`src/rtl/seq_divider_addsub.sv`:
```
// rtl/seq_divider_addsub.sv - multi-cycle unsigned non-restoring divider with valid/ready channels
module seq_divider_addsub #(
    parameter int WIDTH = 36
) (
    input  logic             clk,
    input  logic             reset,
    input  logic             in_valid,
    output logic             in_ready,
    input  logic [WIDTH-1:0] dividend,
    input  logic [WIDTH-1:0] divisor,
    output logic             out_valid,
    input  logic             out_ready,
    output logic [WIDTH-1:0] quotient,
    output logic [WIDTH-1:0] remainder,
    output logic             div_by_zero
);
    localparam int CW = $clog2(WIDTH + 1);

    typedef enum logic [1:0] {
        S_IDLE,
        S_RUN,
        S_FIX,
        S_DONE
    } state_t;

    state_t           state_q, state_d;
    logic [WIDTH-1:0] a_q, a_d;
    logic [WIDTH-1:0] d_q, d_d;
    logic [WIDTH:0]   r_q, r_d;
    logic [CW-1:0]    cnt_q, cnt_d;
    logic [WIDTH-1:0] quot_q, quot_d;
    logic [WIDTH-1:0] rem_q, rem_d;
    logic             dbz_q, dbz_d;

    logic [WIDTH:0]   d_ext;
    logic [WIDTH:0]   step_s;
    logic [WIDTH:0]   step_r;
    logic [WIDTH:0]   fix_r;

    assign d_ext = {1'b0, d_q};

    // Partial remainder is two's complement; the add/sub choice follows its sign.
    always_comb begin
        step_s = {r_q[WIDTH-1:0], a_q[WIDTH-1]};
        step_r = r_q[WIDTH] ? (step_s + d_ext) : (step_s - d_ext);
        fix_r  = r_q[WIDTH] ? (r_q + d_ext) : r_q;
    end

    always_comb begin
        state_d = state_q;
        a_d     = a_q;
        d_d     = d_q;
        r_d     = r_q;
        cnt_d   = cnt_q;
        quot_d  = quot_q;
        rem_d   = rem_q;
        dbz_d   = dbz_q;
        case (state_q)
            S_IDLE: begin
                if (in_valid) begin
                    a_d   = dividend;
                    d_d   = divisor;
                    r_d   = '0;
                    cnt_d = CW'(WIDTH);
                    if (divisor == '0) begin
                        quot_d  = '1;
                        rem_d   = dividend;
                        dbz_d   = 1'b1;
                        state_d = S_DONE;
                    end else begin
                        state_d = S_RUN;
                    end
                end
            end
            S_RUN: begin
                r_d   = step_r;
                a_d   = {a_q[WIDTH-2:0], ~step_r[WIDTH]};
                cnt_d = cnt_q - CW'(1);
                if (cnt_q == CW'(1)) begin
                    state_d = S_FIX;
                end
            end
            S_FIX: begin
                r_d     = fix_r;
                quot_d  = a_q;
                rem_d   = fix_r[WIDTH-1:0];
                dbz_d   = 1'b0;
                state_d = S_DONE;
            end
            S_DONE: begin
                if (out_ready) begin
                    state_d = S_IDLE;
                end
            end
            default: state_d = S_IDLE;
        endcase
    end

    always_ff @(posedge clk) begin
        if (reset) begin
            state_q <= S_IDLE;
            a_q     <= '0;
            d_q     <= '0;
            r_q     <= '0;
            cnt_q   <= '0;
            quot_q  <= '0;
            rem_q   <= '0;
            dbz_q   <= 1'b0;
        end else begin
            state_q <= state_d;
            a_q     <= a_d;
            d_q     <= d_d;
            r_q     <= r_d;
            cnt_q   <= cnt_d;
            quot_q  <= quot_d;
            rem_q   <= rem_d;
            dbz_q   <= dbz_d;
        end
    end

    assign in_ready    = (state_q == S_IDLE);
    assign out_valid   = (state_q == S_DONE);
    assign quotient    = quot_q;
    assign remainder   = rem_q;
    assign div_by_zero = dbz_q;
endmodule
```
`config.mk`:
```
export PLATFORM = sky130hd
export DESIGN_NAME = seq_divider_addsub
export DESIGN_NICKNAME = d
export VERILOG_FILES = /design/src/rtl/seq_divider_addsub.sv
export SDC_FILE = /design/constraint.sdc
export NUM_CORES = 1
export LEC_CHECK = 0
export CAP_MARGIN = 20
export CORE_UTILIZATION = 35
export CTS_BUF_LIST = sky130_fd_sc_hd__clkbuf_4
export DETAILED_ROUTE_END_ITERATION = 7
export GPL_ROUTABILITY_DRIVEN = 0
export PLACE_DENSITY_LB_ADDON = 0.3
export SYNTH_ARGS = -nofsm -noshare
export SYNTH_HDL_FRONTEND = slang
export SYNTH_SLANG_ARGS = --single-unit
```
`constraint.sdc`:
```
create_clock -name clk -period 4.74 [get_ports clk]
set_input_delay 0.474 -clock clk [delete_from_list [all_inputs] [get_ports clk]]
set_output_delay 0.474 -clock clk [all_outputs]
set_load 0.01 [all_outputs]
```
==> flow_summary.ini <==
[finish]
syn_to_final_growth_pct = 17.4
final_util_pct = 42.1
layout-drive-gt1-share_pct = 5.45
design_area_um2 = 15100
nets = 1926

[worst_setup_path]
r2r_slack_ps = 220
rr_startpoint = d_q[12]
critical_path_class = reg -> reg
slowest_stage = or4_4
rr_endpoint = a_q[0]
worst_setup_path_end_kind = register
cpPeakStageDelay_ps = 560
r2r_cells = 16
critical_path_arrival_ps = 5050
path_cells = or4_4 -> or4b_4 -> or4b_4 -> inv_1 -> a21oi_1 -> xor2_1 -> ha_1 -> a2111o_1 -> a211oi_2 -> nor3_2 -> a311oi_2 -> o21ai_1 -> a31oi_1 -> xnor2_1 -> mux2i_1 -> a211oi_1
required_ps = 5270
startpoint_type = register
worst-path-max-fanout = 4
cp_common_cell = or4b_4

[detailed_routing]
ant_nets = 0
drc = 0
routedWlPerCell_um = 18.0
wirelength_um = 40400
first_pass_iters = 5
drtIter0Drc = 1086
via_count = 12600
vias_per_cell = 5.62

[global_routing]
antenna_found_initial = 1
gr-total-overflow = 0
grt_max_degree = 92
grt_pass1_vias = 11800
grt_pass1_wl_um = 64900
grt_use_total_pct = 21.5

[timing]
fmax_mhz = 221
finClkSkew_ps = 22.0
min_period_over_period_pct = 95.4
tightestPinTransition_ps = 973
setup_viol = 0
period_minus_slack_ps = 4520
tns_ps = 0
relSlewSlack_pct = 35.1
worst_slack_ps = 218
rsz0062_at_grt = false
timing_hold_violations_final = 0
slew_violations = 0

[yosys]
synth-edff-count = 0
async_flop_share_pct = 0
synth.avg_cell_area_um2 = 7.69
synth-main-ff-cell = dfxtp_1
synth_cell_types = 71
synth-seq-cells = 190
syn_inst = 1672
synth-seq-area-share_pct = 29.6
yosysWarnings = 0
netlist_area_um2 = 12900
syn-num-nets = 1830

[placed_design]
dp_hpwl_um = 31200
placed_area_um2 = 14800
port_buffers = 150
dp_slack_ps = 176

[die]
rows = 69
die_w_um = 194
fp.coreArea_um2 = 35800
dieArea_um2 = 37500
start_util_pct = 35.9
pin_count = 151
fp.dieH_um = 194

[power]
power.density_nw_per_um2 = 570
leakagePower_nw = 5.68
ir_worst_vdd_v = 0.000258

[cts]
clk_path_buf_depth = 2
clk_pin_slew_worst_paths_ps = 160
cts_tree = built
htreeDepth = 4
clk_latency_ps = 610
clock_sinks = 190
cts_buffers = 17
ctsHoldBuffers = 0
cts.root.buffer_cell = clkbuf_4

[worst_hold_path]
hold_start = reset
min_to = remainder[21]
whs_path_depth = 4
hold_path_class = in -> reg

[job]
drv_cap = 0

[run_status]
run_status = completed
## synthesized netlist by cell type, drive strengths merged, types with 7 or more instances
cell	number	share of area, %
nand2	192	5.6
dfxtp	190	30
a21oi	180	7.0
nor2	166	4.9
clkbuf	100	3.0
ha	80	7.8
o21ai	77	3.0
nor3	69	2.7
a211oi	51	3.0
xor2	50	3.4
xnor2	48	3.3
inv	45	1.3
mux2i	43	3.3
nor3b	39	2.3
a21o	30	1.8
nand3	26	1.0
a22oi	23	1.3
a31oi	22	1.1
a221oi	19	1.3
and2	18	0.89
nor2b	16	0.78
nand4	15	0.73
nor4	15	0.73
and3	14	0.68
o221ai	13	0.89
o211ai	11	0.64
o21a	10	0.58
buf	8	0.50
nand2b	7	0.34
o21bai	7	0.41
## what timing repair did
action | in CTS | in global routing
endpoints found under the setup margin | 0 | 6
gates resized for setup | 0 | 10
setup buffers | 0 | 0
## state kept, by name (all words and copies together) (netlist names)
name / flops
r_q: 37
a_q: 36
d_q: 36
quotient: 36
remainder: 36
cnt_q: 6
state_q: 2
div_by_zero: 1
## critical path: cells and delay by family, from the launching register on
| family | cells | cell delay, ps |
|---|---|---|
| AND/OR/NAND/NOR | 4 | 1720 |
| AO/OA/AOI/OAI | 7 | 1540 |
| XOR/XNOR | 2 | 360 |
| flip-flops | 1 | 340 |
| adder cells (fa/ha/maj) | 1 | 300 |
| multiplexers | 1 | 130 |
| buffers and inverters | 1 | 70 |
## where the power goes
group | internal, mW | switching (mW)
Sequential | 1.95 | 0.368
Clock | 0.230 | 0.618
Combinational | 2.19 | 3.25
## placed cells by master, fill, tap and decap left out, types with 13 or more instances in the layout
cell	netlist	layout
nor2_1	165	164
a21oi_1	180	180
o21ai_0	75	72
xor2_1	50	50
and3_1	14	14
mux2i_1	43	43
a22oi_1	23	23
clkbuf_4	0	19
nor3b_1	39	37
nor3_1	68	67
a31oi_1	22	22
nand2_1	192	192
a221oi_1	19	19
a21o_1	30	30
nand4_1	15	15
nor2b_1	16	16
ha_1	80	77
nand3_1	26	26
nor4_1	15	14
a211oi_1	51	50
xnor2_1	47	47
clkdlybuf4s50_1	0	149
and2_1	16	16
dfxtp_1	190	189
inv_1	45	45
buf_4	1	35
o221ai_1	13	13
## logic make-up after synthesis
| kind of cell | after synthesis | share of synthesized area (%) |
|---|---|---|
| compound gates | 501 | 24.8 |
| xor+xnor | 98 | 6.73 |
| fa+ha+maj | 82 | 8.10 |
| buf+inv | 154 | 4.88 |
| flops | 190 | 29.6 |
| mux | 49 | 3.87 |
| simple gates | 598 | 22.0 |
## how the worst max path moves through the flow
stage / startpoint / cells past startpoint / slack, ps / to
global placement: d_q[12] / 16 / 230 / a_q[0]
finish: d_q[12] / 16 / 220 / a_q[0]
global route: d_q[12] / 16 / 20 / a_q[0]
CTS: d_q[12] / 16 / 140 / a_q[0]
floorplan: d_q[12] / 16 / 410 / a_q[0]
detailed placement: d_q[12] / 16 / 180 / a_q[0]
## routing by layer
layer,up-vias,part of all wire [%],global-route usage (%),wire [um]
met5,-,0,0,0
met3,41,7.5,3.60,3040
met1,5807,49,31.5,19800
met2,481,42,31.9,16800
li1,6266,-,-,-
met4,0,2.0,6.58,818
## per-stage QoR
| stage | std cells | power, mW | hold WS, ps |
|---|---|---|---|
| global route | 2242 | 9.31 | 342 |
| CTS | 2240 | 8.49 | 313 |
| global placement | 2209 | 7.55 | 474 |
| detailed placement | 2209 | 7.64 | 479 |
| finish | 2242 | 8.60 | 372 |
| floorplan | 1672 | 6.16 | 466 |
## layout make-up
class | count | area [um^2]
sequential | 190 | 3800
multi-input combinational | 1328 | 8500
antenna | 1 | 2.50
clock buffer | 19 | 143
tap | 461 | 577
clock inverter | 12 | 104
inverter | 45 | 169
fill | 3651 | 20700
timing repair buffer | 186 | 1790
(Power assumes the default switching activity.)
